### src/rtl/dm_pkg.sv
// Shared Debug Module definitions: DMI register map, sbcs field layout,
// sberror codes and the System Bus Access FSM encoding.
package dm_pkg;

  localparam logic [6:0] DMI_SBCS       = 7'h38;
  localparam logic [6:0] DMI_SBADDRESS0 = 7'h39;
  localparam logic [6:0] DMI_SBDATA0    = 7'h3C;

  localparam int SBCS_BUSYERROR  = 22;
  localparam int SBCS_READONADDR = 20;
  localparam int SBCS_ACCESS_LSB = 17;
  localparam int SBCS_AUTOINC    = 16;
  localparam int SBCS_READONDATA = 15;
  localparam int SBCS_ERROR_LSB  = 12;

  localparam logic [2:0] SBERR_NONE    = 3'd0;
  localparam logic [2:0] SBERR_TIMEOUT = 3'd1;
  localparam logic [2:0] SBERR_BADADDR = 3'd2;
  localparam logic [2:0] SBERR_ALIGN   = 3'd3;
  localparam logic [2:0] SBERR_SIZE    = 3'd4;

  localparam logic [2:0] SBVERSION   = 3'd1;
  localparam logic [2:0] SBACCESS_32 = 3'd2;

  typedef enum logic {
    SBA_IDLE,
    SBA_REQ
  } sba_state_e;

  // True when the low address bits are not a multiple of the access size.
  function automatic logic sba_misaligned(input logic [2:0] size, input logic [1:0] lo);
    return ((size == 3'd1) && lo[0]) || ((size == 3'd2) && (lo != 2'b00));
  endfunction

endpackage

### src/rtl/sba_lane_align.sv
// Maps an access size and byte offset onto the 32-bit bus lanes: byte enables,
// write-data replication and zero-extended extraction of read data.
module sba_lane_align
  import dm_pkg::*;
(
  input  logic [2:0]  size_i,
  input  logic [1:0]  off_i,
  input  logic [31:0] wdata_i,
  input  logic [31:0] rdata_i,
  output logic [3:0]  be_o,
  output logic [31:0] wdata_o,
  output logic [31:0] rdata_o
);

  logic [31:0] shifted;

  always_comb begin
    shifted = rdata_i >> {off_i, 3'b000};
    be_o    = 4'b1111;
    wdata_o = wdata_i;
    rdata_o = shifted;
    case (size_i)
      3'd0: begin
        be_o    = 4'b0001 << off_i;
        wdata_o = {4{wdata_i[7:0]}};
        rdata_o = {24'h0, shifted[7:0]};
      end
      3'd1: begin
        be_o    = 4'b0011 << off_i;
        wdata_o = {2{wdata_i[15:0]}};
        rdata_o = {16'h0, shifted[15:0]};
      end
      default: begin
        be_o    = 4'b1111 << off_i;
        wdata_o = wdata_i;
        rdata_o = shifted;
      end
    endcase
  end

endmodule

### src/rtl/dm_sba_initiator.sv
// System Bus Access engine: sbcs/sbaddress0/sbdata0 behind the DMI, issuing
// single read/write transactions as bus initiator with a bounded ack wait.
module dm_sba_initiator
  import dm_pkg::*;
#(
  parameter int TimeoutCycles = 256,
  parameter int XLEN          = 32
) (
  input  logic        clk,
  input  logic        rst,
  input  logic [6:0]  dmi_addr,
  input  logic [31:0] dmi_wdata,
  input  logic        dmi_write,
  input  logic        dmi_read,
  output logic        dmi_hit,
  output logic [31:0] dmi_rdata,
  output logic [31:0] bus_addr,
  output logic [31:0] bus_wdata,
  output logic [3:0]  bus_byteenable,
  output logic        bus_read,
  output logic        bus_write,
  input  logic [31:0] bus_rdata,
  input  logic        bus_ack,
  input  logic        bus_err
);

  localparam int CW = $clog2(TimeoutCycles) + 1;

  sba_state_e  state_q;
  logic        sbbusyerror_q, sbreadonaddr_q, sbautoincrement_q, sbreadondata_q;
  logic [2:0]  sbaccess_q, sberror_q, req_size_q;
  logic [31:0] sbaddress_q, sbdata_q, req_addr_q, dmi_rdata_q;
  logic        bus_read_q, bus_write_q;
  logic [CW-1:0] cnt_q;

  logic        busy, hit_sbcs, hit_addr, hit_data;
  logic [31:0] sbcs_val, rdata_ext;

  assign busy     = (state_q == SBA_REQ);
  assign hit_sbcs = (dmi_addr == DMI_SBCS);
  assign hit_addr = (dmi_addr == DMI_SBADDRESS0);
  assign hit_data = (dmi_addr == DMI_SBDATA0);
  assign dmi_hit  = hit_sbcs | hit_addr | hit_data;

  assign sbcs_val = {SBVERSION, 6'h0, sbbusyerror_q, busy, sbreadonaddr_q, sbaccess_q,
                     sbautoincrement_q, sbreadondata_q, sberror_q, 7'(XLEN), 5'b00111};

  // Start decode; a start on an sbaddress0 write checks the newly written address.
  logic        can_start, start_rd, start_wr;
  logic [31:0] start_addr;

  always_comb begin
    can_start  = !busy && (sberror_q == SBERR_NONE) && !sbbusyerror_q;
    start_rd   = 1'b0;
    start_wr   = 1'b0;
    start_addr = sbaddress_q;
    if (can_start) begin
      if (dmi_write && hit_addr) begin
        start_addr = dmi_wdata;
        start_rd   = sbreadonaddr_q;
      end else if (dmi_write && hit_data) begin
        start_wr = 1'b1;
      end else if (dmi_read && hit_data) begin
        start_rd = sbreadondata_q;
      end
    end
  end

  sba_lane_align u_lane (
    .size_i  (req_size_q),
    .off_i   (req_addr_q[1:0]),
    .wdata_i (sbdata_q),
    .rdata_i (bus_rdata),
    .be_o    (bus_byteenable),
    .wdata_o (bus_wdata),
    .rdata_o (rdata_ext)
  );

  assign bus_addr  = {req_addr_q[31:2], 2'b00};
  assign bus_read  = bus_read_q;
  assign bus_write = bus_write_q;
  assign dmi_rdata = dmi_rdata_q;

  always_ff @(posedge clk or posedge rst) begin
    if (rst) begin
      state_q           <= SBA_IDLE;
      sbbusyerror_q     <= 1'b0;
      sbreadonaddr_q    <= 1'b0;
      sbautoincrement_q <= 1'b0;
      sbreadondata_q    <= 1'b0;
      sbaccess_q        <= SBACCESS_32;
      sberror_q         <= SBERR_NONE;
      req_size_q        <= SBACCESS_32;
      sbaddress_q       <= '0;
      sbdata_q          <= '0;
      req_addr_q        <= '0;
      dmi_rdata_q       <= '0;
      bus_read_q        <= 1'b0;
      bus_write_q       <= 1'b0;
      cnt_q             <= '0;
    end else begin
      if (dmi_read) begin
        if (hit_sbcs)      dmi_rdata_q <= sbcs_val;
        else if (hit_addr) dmi_rdata_q <= sbaddress_q;
        else if (hit_data) dmi_rdata_q <= sbdata_q;
        else               dmi_rdata_q <= '0;
      end
      if (dmi_write && hit_sbcs) begin
        if (dmi_wdata[SBCS_BUSYERROR]) sbbusyerror_q <= 1'b0;
        sbreadonaddr_q    <= dmi_wdata[SBCS_READONADDR];
        sbaccess_q        <= dmi_wdata[SBCS_ACCESS_LSB +: 3];
        sbautoincrement_q <= dmi_wdata[SBCS_AUTOINC];
        sbreadondata_q    <= dmi_wdata[SBCS_READONDATA];
        sberror_q         <= sberror_q & ~dmi_wdata[SBCS_ERROR_LSB +: 3];
      end
      if (busy && (dmi_read || dmi_write) && (hit_addr || hit_data)) sbbusyerror_q <= 1'b1;
      if (!busy && dmi_write && hit_addr) sbaddress_q <= dmi_wdata;
      if (!busy && dmi_write && hit_data) sbdata_q <= dmi_wdata;

      // Completion assignments come last so a same-cycle error set beats W1C.
      case (state_q)
        SBA_IDLE: begin
          if (start_rd || start_wr) begin
            if (sbaccess_q > SBACCESS_32) begin
              sberror_q <= SBERR_SIZE;
            end else if (sba_misaligned(sbaccess_q, start_addr[1:0])) begin
              sberror_q <= SBERR_ALIGN;
            end else begin
              state_q     <= SBA_REQ;
              bus_read_q  <= start_rd;
              bus_write_q <= start_wr;
              req_addr_q  <= start_addr;
              req_size_q  <= sbaccess_q;
              cnt_q       <= '0;
            end
          end
        end
        SBA_REQ: begin
          if (bus_ack) begin
            state_q     <= SBA_IDLE;
            bus_read_q  <= 1'b0;
            bus_write_q <= 1'b0;
            if (bus_err) begin
              sberror_q <= SBERR_BADADDR;
            end else begin
              if (bus_read_q) sbdata_q <= rdata_ext;
              if (sbautoincrement_q) sbaddress_q <= req_addr_q + (32'd1 << req_size_q);
            end
          end else if (cnt_q == CW'(TimeoutCycles - 1)) begin
            state_q     <= SBA_IDLE;
            bus_read_q  <= 1'b0;
            bus_write_q <= 1'b0;
            sberror_q   <= SBERR_TIMEOUT;
          end else begin
            cnt_q <= cnt_q + CW'(1);
          end
        end
        default: state_q <= SBA_IDLE;
      endcase
    end
  end

endmodule

### config.mk
export PLATFORM = sky130hd
export DESIGN_NAME = dm_sba_initiator
export DESIGN_NICKNAME = d
export VERILOG_FILES = /design/src/rtl/dm_pkg.sv /design/src/rtl/sba_lane_align.sv /design/src/rtl/dm_sba_initiator.sv
export SDC_FILE = /design/constraint.sdc
export NUM_CORES = 1
export LEC_CHECK = 0
export ABC_AREA = 1
export BUFFER_PORTS_ARGS = -buffer_cell sky130_fd_sc_hd__buf_2
export CAP_MARGIN = 20
export CORE_MARGIN = 4
export CORE_UTILIZATION = 57
export CTS_CLUSTER_DIAMETER = 80
export DETAILED_ROUTE_END_ITERATION = 12
export HOLD_SLACK_MARGIN = 0.05
export PLACE_DENSITY = 0.81
export SLEW_MARGIN = 30
export SYNTH_ARGS = -nofsm -noshare
export SYNTH_HDL_FRONTEND = slang
export SYNTH_HIERARCHICAL = 1
export SYNTH_SLANG_ARGS = --single-unit
### constraint.sdc
create_clock -name clk -period 6.1 [get_ports clk]
set_input_delay 0.61 -clock clk [delete_from_list [all_inputs] [get_ports clk]]
set_output_delay 0.61 -clock clk [all_outputs]
set_load 0.02 [all_outputs]
======== Word-level counts from Yosys, hierarchy flattened ========
Cells that the tools add are included.
W data, S select, Z words.
storage, ports and cells
  flip-flop bits (word level) ............. 153
  output and inout bits ................... 103
  word-level logic and storage cells ...... 129
cells by class
  $add $sub $neg .......................... 2
  magnitude comparators ................... 1
  equal/unequal tests ..................... 13
  shifts and indexed selects .............. 5
  mux-type cells .......................... 58
  bitwise gates (word level) .............. 7
  reduce and logical (&&, ||, !) cells .... 28
operator list
  cell                    number
  $mux W32                15
  $pmux W32 S2            2
  $mux W9                 5
  $add A32 B32 Y32        1
  $shl A1 B3 Y32 const A  1
  $shr A32 B5 Y32         1
  $mux W1                 23
  $eq A7 B6 Y1 const B    3
  $mux W3                 7
  $pmux W9 S2             1
  $logic_and A1 B1 Y1     13
  $ne A2 B2 Y1 const B    5
  $add A9 B1 Y9 const B   1
  $eq A9 B8 Y1 const B    1
  $pmux W4 S2             1
  $reduce_and A4 Y1       2
  $eq A3 B1 Y1 const B    2
  $logic_not A3 Y1        2
  $pmux W1 S2             3
  $pmux W3 S2             1
  $reduce_bool A2 Y1      3
  $reduce_and A5 Y1       1
  $logic_or A1 B1 Y1      4
  $shl A1 B2 Y4 const A   1
  11 further kinds        15

======== Longest topological paths before layout ========
Gate-level depths: netlist (run 1).
  depth after elaboration ................. 11
  depth in mapped cells ................... 16
  mapped depth without buffers ............ 16

======== Hierarchy ========
Netlist (run 1), hierarchy kept.
by module, submodules not included
  module            times used  cells each  area each (um^2)  seq. area each (um^2)
  dm_sba_initiator  1           1254        9044.9            3831.2
  sba_lane_align    1           268         1227.4            0.0

======== Least setup slack after synthesis (run 1) ========
OpenSTA, ideal clock, no wires.
  kind .................................... flip-flop to flip-flop
  from .................................... register req_size_q[1]
  to ...................................... register sbaddress_q[22]
  setup time .............................. 0.121 ns
  arrival ................................. 2.108 ns
  required time ........................... 5.979 ns
  slack ................................... 3.871 ns
  cell stages (with the launch flop) ...... 16
  cell sequence ........................... dfstp_2 nor3_1 ha_1 fa_1 nand2_1 inv_1 nand2_1 nand3_1 nand2_1 nand2_1 nand2_1 inv_1 nand2_1 o21bai_1 nand3_1 nand2_1
between the ends
  cells in the longest elaborated chain, start to end .. 6
RTL lines
  item                    line                     text
  start, declared         dm_sba_initiator.sv:31   logic [2:0] sbaccess_q, sberror_q, req_size_q;
  start signal, assigned  dm_sba_initiator.sv:133  req_size_q <= sbaccess_q;
  $shl A1 B3 Y32          dm_sba_initiator.sv:147  if (sbautoincrement_q) sbaddress_q <= req_addr_q + (32'd1 << req_size_q);
  $add A32 B32 Y32        dm_sba_initiator.sv:147
  $mux W32                dm_sba_initiator.sv:147
  $mux W32                dm_sba_initiator.sv:143  if (bus_err) begin
  $mux W32                dm_sba_initiator.sv:139  if (bus_ack) begin
  $mux W32                dm_sba_initiator.sv:121  case (state_q)
  end signal, assigned    dm_sba_initiator.sv:117  if (!busy && dmi_write && hit_addr) sbaddress_q <= dmi_wdata;
  end signal, assigned    dm_sba_initiator.sv:147
  end, declared           dm_sba_initiator.sv:32   logic [31:0] sbaddress_q, sbdata_q, req_addr_q, dmi_rdata_q;
No other way between the ends.
A chain may end at the register's enable or synchronous reset.

======== Worst setup path in the final report (run 1) ========
  from .................................... register req_size_q[0]
  to ...................................... register sbaddress_q[22]
The elaborated chain is that of the path after synthesis.

==> results of run 1 <==
[power by group]
group          leakage, nW  internal (mW)  switching (mW)
combinational         4.22          0.154           0.347
clock                0.288          0.650           0.465
sequential            2.00           1.08          0.0795
total                 6.51           1.88           0.891
[per-stage QoR]
| stage | hold WS (ns) | util |
|---|---|---|
| final | 0.3147 | 0.6541 |
| after floorplan | 0.4529 | - |
| after global placement | 0.4566 | 0.6186 |
| after global routing | 0.3675 | 0.6541 |
| after detailed placement | 0.4610 | 0.6188 |
| after CTS | 0.4437 | 0.6540 |
[state kept, by name, indices dropped and copies added, names as in the netlist, 3 cells and up]
register / cells
req_addr_q: 32
sbdata_q: 32
req_size_q: 3
dmi_rdata: 32
sbaddress_q: 32
cnt_q: 9
sberror_q: 3
sbaccess_q: 3
[metal layers]
| metal | vias to the layer above | routed length [um] |
|---|---|---|
| met3 | 132 | 4284 |
| met5 | - | 0 |
| li1 | 5019 | - |
| met1 | 4992 | 13020 |
| met2 | 768 | 15600 |
| met4 | 0 | 1744 |
[final cells by class]
cell class / instances / share of cell area
multi-input combinational: 1098 / 0.4510
sequential: 153 / 0.3351
timing repair buffer: 183 / 0.08143
inverter: 161 / 0.05407
clock buffer: 17 / 0.03721
tap: 225 / 0.02463
clock inverter: 15 / 0.01653
[worst paths after layout]
path | startpoint | end | cells past startpoint
min | rst | req_addr_q[20] | 2
max reg2reg | req_size_q[0] | sbaddress_q[22] | 16
max | req_size_q[0] | sbaddress_q[22] | 16
max in group asynchronous | rst | req_addr_q[12] | 3
min reg2reg | dmi_rdata[19] | dmi_rdata[19] | 2
min in group clk | dmi_wdata[25] | sbaddress_q[25] | 3
[critical path, stage by stage, from the launching register on]
cell and delay (ns):
dfrtp_1 0.86, inv_1 0.21, nor3_1 0.37, fa_1 0.26, nand2_1 0.06, inv_1 0.07, nand2_1 0.05, nand3_1 0.14
nand2_1 0.07, nand2_1 0.26, nand2_1 0.14, inv_1 0.19, nand2_1 0.12, nor2_1 0.10, nand2_1 0.05, nand3_1 0.11
nand2_1 0.06
[cell usage in the layout, fill, tap and decap left out, types with 4 or more instances in the layout]
cell type / n
nand2_4: 5
or2_2: 7
a21oi_1: 45
o21ai_1: 4
nor2_1: 77
o211ai_1: 55
inv_1: 150
buf_2: 177
xor2_1: 8
xnor2_1: 6
clkbuf_16: 17
nand4_1: 8
ha_1: 10
buf_4: 6
nand2_1: 565
o21ai_0: 126
nand3_1: 119
nor2_4: 4
a31oi_1: 5
inv_2: 6
nand3b_1: 6
dfrtp_1: 151
clkinvlp_4: 4
nor3_1: 17
[cells by family after synthesis]
kind of cell | share of synthesized area
compound gates | 0.1354
xor+xnor | 0.01194
fa+ha+maj | 0.01413
buf+inv | 0.1262
flops | 0.3730
other cells | 0.0003651
simple gates | 0.3390
==> metrics.md, run 1 <==
| Metric | Value |
|---|---|
| Outcome | `complete, no violations` |
| Final min period | `3.231 ns` |
| P per Cell Area | `242.6 nW/um^2` |
| Setup TNS | `0 ns` |
| Worst skew pair latency | `0.44 ns` |
| Overall power | `2.774 mW` |
| CP Class | `flop to flop` |
| First-pass GRT wire length | `54.25 mm` |
| Initial Util | `0.5878` |
| Finished Layout Cells | `1852` |
| Synth Flop Type | `dfrtp_1` |
| I/O pin total | `180` |
| Synth Cell Area | `10270 um^2` |
| Arr. time, crit path | `3.56 ns` |
| Cells after Synth | `1522` |
| PortBufs | `177` |
| Final worst slack | `2.869 ns` |
| Gr busiest metal | `met2` |
| Clock buffer depth | `2` |
| Ys async rst share | `1.000` |
| Maxcap violations | `0` |
| CTS Buf Count | `17` |
| Skew final | `0.009532 ns` |
| Placed Area | `10820 um^2` |
| Flops & latches, synth | `153` |
| Slew HR | `0.4005` |
| Peak Freq | `309.5 MHz` |
| Max Fanout on Critical Path | `16` |
| P_leak | `6.511 nW` |
| Critical path endpoint category | `flop` |
| Synth area leaders | `dfrtp_1, nand2_1, o21ai_0` |
| Max VDD drop | `215.9 uV` |
| Die footprint | `20230 um^2` |
| Fin. max-slew vios | `0` |
| Vias in the first global route | `9867` |
| Pin count of the biggest net entering global routing | `105` |
| FF/Latch Area | `3831 um^2` |
| Clock Sinks | `153` |
| Core area | `17480 um^2` |
| Initial antenna violation count | `0` |
| Mean Syn Cell Area | `6.749 um^2` |
| # nets final | `1702` |
| R2R Setup Slk | `2.87 ns` |
| Pre-CTS WS | `2.711 ns` |
| Clock transition at the registers of the reported paths | `0.07 ns` |
| Final Cell Area | `11430 um^2` |
| Fin. Hold Viols | `0` |
| Layout cells sized above 1 | `0.1561` |
| Synth cell count leaders | `nand2_1, dfrtp_1, inv_1, o21ai_0, nand3_1` |
| Synth warn | `6` |
| Chip height | `142.2 um` |
| Placed cells | `1820` |
| Initial drt markers | `1574` |
| Post-CTS sizing | `0` |
| Measured slew at the worst slew-check pin | `0.8968 ns` |
| Root buffer cell | `clkbuf_16` |
| Cell accounting for the most synthesized area | `dfrtp_1` |
| Routed Wire Length | `34.65 mm` |
| Final global-route overflow total | `0` |
| Crit share post-route | `0.5297` |
| Tot GR Track Use | `0.3450` |
| Critical path launch point type | `flop` |
| RSZ-0062 raised after global routing | `false` |
| Grt met3 use | `0.06015` |
| Post-synthesis sequential area ratio | `0.3730` |
| Synth cell types | `49` |
| Die X | `142.2 um` |
| Routability cong. | `0.9975` |
| Hold_buf cts | `0` |
| Antenna cells | `0` |
| WP data required | `6.43 ns` |
| Via count | `10.91k` |
| CTS H-tree lvls | `4` |
| Layout fillers | `1580` |
| Area of the multi-input gates | `5156 um^2` |
| Routing usage on met1 | `0.4770` |
| Cell with the most instances after synthesis | `nand2_1` |
| CTS tree | `yes` |
| Placement row count | `48` |
| EDFF count, synth | `0` |
| Postcts setup bufs | `0` |
| Half-perimeter wire length after placement | `25.53 mm` |
| Area Growth Syn to Fin | `11.29%` |
| # setup viols final | `0` |
| Drt first pass iters | `9` |
| Vias per cell | `5.891` |
| Min-delay worst type | `input pin to asynchronous set/reset pin` |
| Top-area cell type share of the netlist area | `0.3678` |
| Residual DRC | `0` |
| Avg WL per Cell | `18.71 um` |
| GR Util met2 | `0.5317` |
| DRT antenna net count | `0` |
Note: power is estimated with default switching activity, not from simulation.
==> inputs of run 2 (changes only) <==
--- a/config.mk
+++ b/config.mk
@@ -9,11 +9,11 @@
 export BUFFER_PORTS_ARGS = -buffer_cell sky130_fd_sc_hd__buf_2
 export CAP_MARGIN = 20
 export CORE_MARGIN = 4
-export CORE_UTILIZATION = 57
+export CORE_UTILIZATION = 52
 export CTS_CLUSTER_DIAMETER = 80
 export DETAILED_ROUTE_END_ITERATION = 12
 export HOLD_SLACK_MARGIN = 0.05
-export PLACE_DENSITY = 0.81
+export PLACE_DENSITY = 0.78
 export SLEW_MARGIN = 30
 export SYNTH_ARGS = -nofsm -noshare
 export SYNTH_HDL_FRONTEND = slang
==> constraint.sdc (replaced) <==
create_clock -name clk -period 2.7 [get_ports clk]
set_input_delay 0.27 -clock clk [delete_from_list [all_inputs] [get_ports clk]]
set_output_delay 0.27 -clock clk [all_outputs]
set_load 0.02 [all_outputs]
==> run 2 against run 1 <==
  * Largest power group unchanged
  * Die area grew 9.1%
  * Count of clock-buffer cells in the layout grew 4
  * Global-route usage shrank 3.1 points
  * Critical endpoint is now sbaddress_q[13]
==> metrics.md, run 2 (synthesis gave the netlist of run 1 again) <==
| Metric | Value |
|---|---|
| Min-delay worst type | `input pin to asynchronous set/reset pin` |
| # nets final | `1718 (+0.94%)` |
| Avg WL per Cell | `18.30 um (-2.2%)` |
| WP data required | `3.00 ns (-3.43 ns)` |
| Maxcap violations | `0 (unchanged)` |
| Arr. time, crit path | `2.75 ns (-0.81 ns)` |
| Chip height | `148.6 um (+4.4%)` |
| Routability cong. | `0.9522 (-4.5%)` |
| Reg power frac | `0.435 (+0.018)` |
| Drt first pass iters | `6 (-3)` |
| CTS Buf Count | `17 (unchanged)` |
| Reg2Reg Depth | `10 (-6)` |
| Setup TNS | `0 ns (unchanged)` |
| Sw Pwr | `1.949 mW (+120%)` |
| Layout cells sized above 1 | `0.1632 (+0.007100)` |
| P per Cell Area | `520.7 nW/um^2 (+110%)` |
| Clock transition at the registers of the reported paths | `0.07 ns (about the same)` |
| Overall power | `6.010 mW (+120%)` |
| Vias in the first global route | `9457 (-4.2%)` |
| Root buffer cell | `clkbuf_16` |
| Max VDD drop | `450.2 uV (+110%)` |
| Fin. Hold Viols | `0 (unchanged)` |
| Crit share post-route | `0.9056 (+0.3759)` |
| Antenna cells | `0 (unchanged)` |
| Initial Util | `0.5278 (-0.05997)` |
| Measured slew at the worst slew-check pin | `0.8465 ns (-0.05026 ns)` |
| CTS H-tree lvls | `4 (unchanged)` |
| Crit Reg-Reg Endpoint | `sbaddress_q[13]` |
| R2R Setup Slk | `0.25 ns (-2.61 ns)` |
| Max Fanout on Critical Path | `5 (-11)` |
| Core area | `19460 um^2 (+11%)` |
| # setup viols final | `0 (unchanged)` |
| Half-perimeter wire length after placement | `26.14 mm (+2.4%)` |
| Via count | `10.63k (-2.6%)` |
| PortBufs | `177 (unchanged)` |
| I/O pin total | `180 (unchanged)` |
| Commonest non-fill, non-tap cell in the layout | `nand2_1` |
| Outcome | `complete, no violations` |
| Worst skew pair latency | `0.43 ns (about the same)` |
| Clock Sinks | `153 (unchanged)` |
| CP Class | `flop to flop` |
| Initial antenna violation count | `3 (+3)` |
| Skew final | `0.01130 ns (+0.001765 ns)` |
| Vias per cell | `5.573 (-5.4%)` |
| Peak Freq | `409.0 MHz (+32%)` |
| Reg2reg start | `req_size_q[1]` |
| Clock buffer depth | `2 (unchanged)` |
| CTS tree | `yes` |
| Final Cell Area | `11540 um^2 (+0.95%)` |
| Final min period | `2.445 ns (-0.7862 ns)` |
| Net switching fraction of the power | `0.3243 (+0.002888)` |
| Placement row count | `51 (+6.3%)` |
| Final global-route overflow total | `0 (unchanged)` |
| Slew HR | `0.4356 (+0.03518)` |
| Placed Area | `10980 um^2 (+1.5%)` |
| DRT antenna net count | `0 (unchanged)` |
| Clk network pwr share | `0.375 (-0.027)` |
| Combinational Power Share | `0.191 (+0.010)` |
| Residual DRC | `0 (unchanged)` |
| Most frequent cells in the layout | `nand2_1, buf_2, dfrtp_1` |
| Initial drt markers | `1441 (-8.4%)` |
| Fin. max-slew vios | `0 (unchanged)` |
| Die footprint | `22070 um^2 (+9.1%)` |
| Critical path endpoint category | `flop` |
| Final hold slack | `0.08187 ns (-0.2328 ns)` |
| P_leak | `6.548 nW (+0.57%)` |
| Hold_buf cts | `0 (unchanged)` |
| Area Growth Syn to Fin | `12.35%` |
| Routed Wire Length | `34.90 mm (+0.73%)` |
| RSZ-0062 raised after global routing | `false` |
| Total internal power | `4.061 mW (+120%)` |
| First-pass GRT wire length | `52.79 mm (-2.7%)` |
| Tot GR Track Use | `0.3135 (-0.03145)` |
| Pin count of the biggest net entering global routing | `154 (+47%)` |
| Die X | `148.6 um (+4.4%)` |
| Critical path launch point type | `flop` |
[run 2: metal layers]
layer  up-vias  wire length, um  track usage
li1       5056                -            -
met1      4918            14260       0.4384
met2       562            15570       0.4731
met3        85             3500      0.06185
met4         6             1534       0.1413
met5         -               38            0
[run 2: worst max path at each step]
stage                        startpoint         endpoint  slack [ns]  cells past startpoint
after floorplan           req_size_q[1]  sbaddress_q[22]        0.47                     15
after global placement    req_size_q[1]  sbaddress_q[22]        0.24                     16
after detailed placement  req_size_q[1]  sbaddress_q[23]        0.19                     13
after CTS                 req_size_q[1]  sbaddress_q[23]        0.17                     13
after global routing      req_size_q[1]  sbaddress_q[13]        0.02                     10
final                     req_size_q[1]  sbaddress_q[13]        0.25                     10
[run 2: power by group through the flow]
| stage | combinational [mW] | clock [mW] | sequential (mW) |
|---|---|---|---|
| after floorplan | 0.819 | 0 | 2.58 |
| after global placement | 1.11 | 0 | 2.64 |
| after detailed placement | 1.13 | 0 | 2.64 |
| after CTS | 1.13 | 2.26 | 2.60 |
| after global routing | 1.26 | 2.37 | 2.62 |
| final | 1.15 | 2.25 | 2.61 |
[run 2: area by class of cell]
class	instances	area, um^2
tap	265	331.6
sequential	153	3831
timing repair buffer	199	1064
clock buffer	21	440.4
inverter	161	614.3
clock inverter	10	97.59
fill	1881	7921
multi-input combinational	1098	5162
[run 2: repair_timing]
action,CTS,global route
setup buffers,0,2
resized for setup,0,5
setup endpoints to repair,0,9
[run 2: critical path, stage by stage, from the launching register on]
cell and delay, ns:
dfstp_2 0.56, inv_1 0.08, nor3_1 0.29, ha_1 0.35, nand2_1 0.13, inv_1 0.06
a21boi_0 0.37, o21ai_2 0.18, xor2_1 0.17, nand2_1 0.07, o21ai_0 0.07
[run 2: stage by stage]
stage | std cells | utilization | worst slack [ns]
final | 1907 | 0.5930 | 0.2549
after global routing | 1907 | 0.5930 | 0.01578
after CTS | 1905 | 0.5916 | 0.1742
after detailed placement | 1874 | 0.5640 | 0.1867
after global placement | 1874 | 0.5640 | 0.2432
after floorplan | 1523 | - | 0.4710
==> inputs of run 3 (changes only) <==
--- a/config.mk
+++ b/config.mk
@@ -8,12 +8,14 @@
 export ABC_AREA = 1
 export BUFFER_PORTS_ARGS = -buffer_cell sky130_fd_sc_hd__buf_2
 export CAP_MARGIN = 20
+export CELL_PAD_IN_SITES_DETAIL_PLACEMENT = 0
+export CELL_PAD_IN_SITES_GLOBAL_PLACEMENT = 1
 export CORE_MARGIN = 4
-export CORE_UTILIZATION = 52
+export CORE_UTILIZATION = 36
 export CTS_CLUSTER_DIAMETER = 80
 export DETAILED_ROUTE_END_ITERATION = 12
 export HOLD_SLACK_MARGIN = 0.05
-export PLACE_DENSITY = 0.78
+export PLACE_DENSITY_LB_ADDON = 0.1
 export SLEW_MARGIN = 30
 export SYNTH_ARGS = -nofsm -noshare
 export SYNTH_HDL_FRONTEND = slang
==> run 3 against run 2 <==
  * Global-route usage is 5.8 points lower
  * Sequential power hardly changed
  * Setup slack better by 0.0047 ns
  * Count of clock-buffer cells in the layout is 4 lower
  * Clock skew is 0.0074 ns higher
  * Sequential cell count stayed put
  * Via count is 3.4% lower
  * Die area is 42% higher
  * Maximum frequency is 0.19% higher
  * Utilization is 17 points lower
  * Critical path depth is 5 higher
  * Critical endpoint is now sbaddress_q[22]
  * Highest routed layer unchanged
==> metrics.md, run 3 (synthesis gave the netlist of run 1 again) <==
| Metric | Value |
|---|---|
| Outcome | `complete, no violations` |
| P_leak | `6.639 nW (+1.4%)` |
| Slew HR | `0.5697 (+0.1341)` |
| Final global-route overflow total | `0 (unchanged)` |
| Chip height | `176.9 um (+19%)` |
| Die footprint | `31300 um^2 (+42%)` |
| Final worst slack | `0.2595 ns (+0.004673 ns)` |
| Fin. max-slew vios | `0 (unchanged)` |
| Peak Freq | `409.8 MHz (+0.19%)` |
| Min-delay worst type | `input pin to flop` |
| Vias per cell | `5.067 (-9.1%)` |
| Clock transition at the registers of the reported paths | `0.08 ns (about the same)` |
| Pre-CTS WS | `0.1181 ns (-0.06865 ns)` |
| Vias in the first global route | `9771 (+3.3%)` |
| CTS Buf Count | `17 (unchanged)` |
| CP bufs+invs | `2 (unchanged)` |
| Placed Area | `11220 um^2 (+2.2%)` |
| Most frequent cells in the layout | `nand2_1, buf_2, dfrtp_1` |
| CTS H-tree lvls | `4 (unchanged)` |
| Critical path endpoint category | `flop` |
| Critical path's slowest cell | `dfstp_2` |
| Clock Sinks | `153 (unchanged)` |
| Core area | `27930 um^2 (+44%)` |
| Die X | `176.9 um (+19%)` |
| Clock buffer depth | `2 (unchanged)` |
| CTS tree | `yes` |
| Pin count of the biggest net entering global routing | `65 (-58%)` |
| # setup viols final | `0 (unchanged)` |
| Fin. Hold Viols | `0 (unchanged)` |
| Maxcap violations | `0 (unchanged)` |
| Half-perimeter wire length after placement | `30.91 mm (+18%)` |
| Final hold slack | `0.1012 ns (+0.01935 ns)` |
| Crit path top cell by count | `nand2_1` |
| Root buffer cell | `clkbuf_16` |
| Critical Path Max Stage Delay | `0.60 ns (+0.04 ns)` |
| Area Growth Syn to Fin | `15.35%` |
| Critical path launch point type | `flop` |
| First-pass GRT wire length | `60.43 mm (+14%)` |
| Max VDD drop | `322.3 uV (-28%)` |
| CP Class | `flop to flop` |
| Arr. time, crit path | `2.78 ns (+0.03 ns)` |
| Worst skew pair latency | `0.45 ns (+0.02 ns)` |
| Tot GR Track Use | `0.2557 (-0.05782)` |
| Routability cong. | `0.9009 (-5.4%)` |
| Overall power | `6.331 mW (+5.3%)` |
| Placement row count | `61 (+20%)` |
| Final min period | `2.440 ns (-0.004673 ns)` |
| RSZ-0062 raised after global routing | `true` |
| Initial drt markers | `1006 (-30%)` |
| # nets final | `1723 (+0.29%)` |
| Postcts setup bufs | `0 (unchanged)` |
| Routed Wire Length | `40.11 mm (+15%)` |
| Max Fanout on Critical Path | `8 (+3)` |
| Commonest non-fill, non-tap cell in the layout | `nand2_1` |
| DRT antenna net count | `0 (unchanged)` |
| PortBufs | `177 (unchanged)` |
| P per Cell Area | `534.3 nW/um^2 (+2.6%)` |
| Family with the most delay on the worst path | `simple AND/OR/NAND/NOR gates` |
| Antenna cells | `0 (unchanged)` |
| Measured slew at the worst slew-check pin | `0.6454 ns (-0.2011 ns)` |
| Initial Util | `0.3677 (-0.1601)` |
| Via count | `10.27k (-3.4%)` |
| Layout cells sized above 1 | `0.1675 (+0.004260)` |
| WP data required | `3.04 ns (+0.04 ns)` |
| Avg WL per Cell | `19.80 um (+8.2%)` |
| Residual DRC | `0 (unchanged)` |
| Crit share post-route | `0.9039 (-0.001731)` |
| Final Cell Area | `11850 um^2 (+2.7%)` |
| Initial antenna violation count | `2 (-1)` |
| Skew final | `0.01870 ns (+0.007407 ns)` |
| Drt first pass iters | `6 (unchanged)` |
| CP cell instances | `nor3_1, ha_1, fa_1, nand2_1, inv_1, nand2_1, nand3_1, nand2_1, nand2_2, nand2_1, inv_1, nand2_1, o21bai_1, nand3_1, nand2_1` |
| I/O pin total | `180 (unchanged)` |
==> run 3: repair_timing <==
item                                   4_1_cts  5_1_grt
resized for setup                            0        3
hold buffers                                 1        0
setup endpoints to repair                    0        8
endpoints found under the hold margin       19        0
==> run 3: through the flow <==
stage | util | cells | setup TNS, ns
after CTS | 0.4239 | 2026 | 0
after global placement | 0.4015 | 1993 | 0
after detailed placement | 0.4015 | 1993 | 0
after floorplan | - | 1523 | 0
after global routing | 0.4242 | 2026 | -0.01266
final | 0.4242 | 2026 | 0
==> run 3: cell type report <==
type                            instances  area, um^2
Fill cell                            3055       16090
Multi-Input combinational cell       1098        5160
Sequential cell                       153        3831
Timing Repair Buffer                  204        1154
Inverter                              161       614.3
Tap cell                              378       473.0
Clock buffer                           17       425.4
Clock inverter                         15       191.4
==> run 3: worst register-to-register path: cells and delay by family, from the launching register on <==
kind,cells,cell delay [ns]
simple gates,10,0.93
flops,1,0.60
fa+ha+maj,2,0.59
buf+inv,2,0.16
compound gates,1,0.07
==> run 3: path summary, 6_finish.rpt <==
check                      slack [ns]           from  cells after the start              end
max reg2reg                      0.26  req_size_q[1]                     15  sbaddress_q[22]
min reg2reg                      0.48  dmi_rdata[30]                      2    dmi_rdata[30]
min in group asynchronous        0.44            rst                      3   req_addr_q[18]
max in group asynchronous        1.55            rst                      4    req_size_q[1]
max                              0.26  req_size_q[1]                     15  sbaddress_q[22]
min                              0.10   dmi_wdata[1]                      3   sbaddress_q[1]
==> run 3: where the power goes <==
group / switching [mW] / internal (mW)
logic: 0.820 / 0.372
clock network: 1.25 / 1.28
registers: 0.181 / 2.43
==> run 3: per-layer routing <==
layer / track usage / part of all wire / vias to the layer above
li1: - / - / 5071
met4: 0.07253 / 0.025 / 2
met1: 0.3637 / 0.46 / 4800
met3: 0.03867 / 0.061 / 43
met5: 0 / 0.00032 / -
met2: 0.4059 / 0.46 / 349
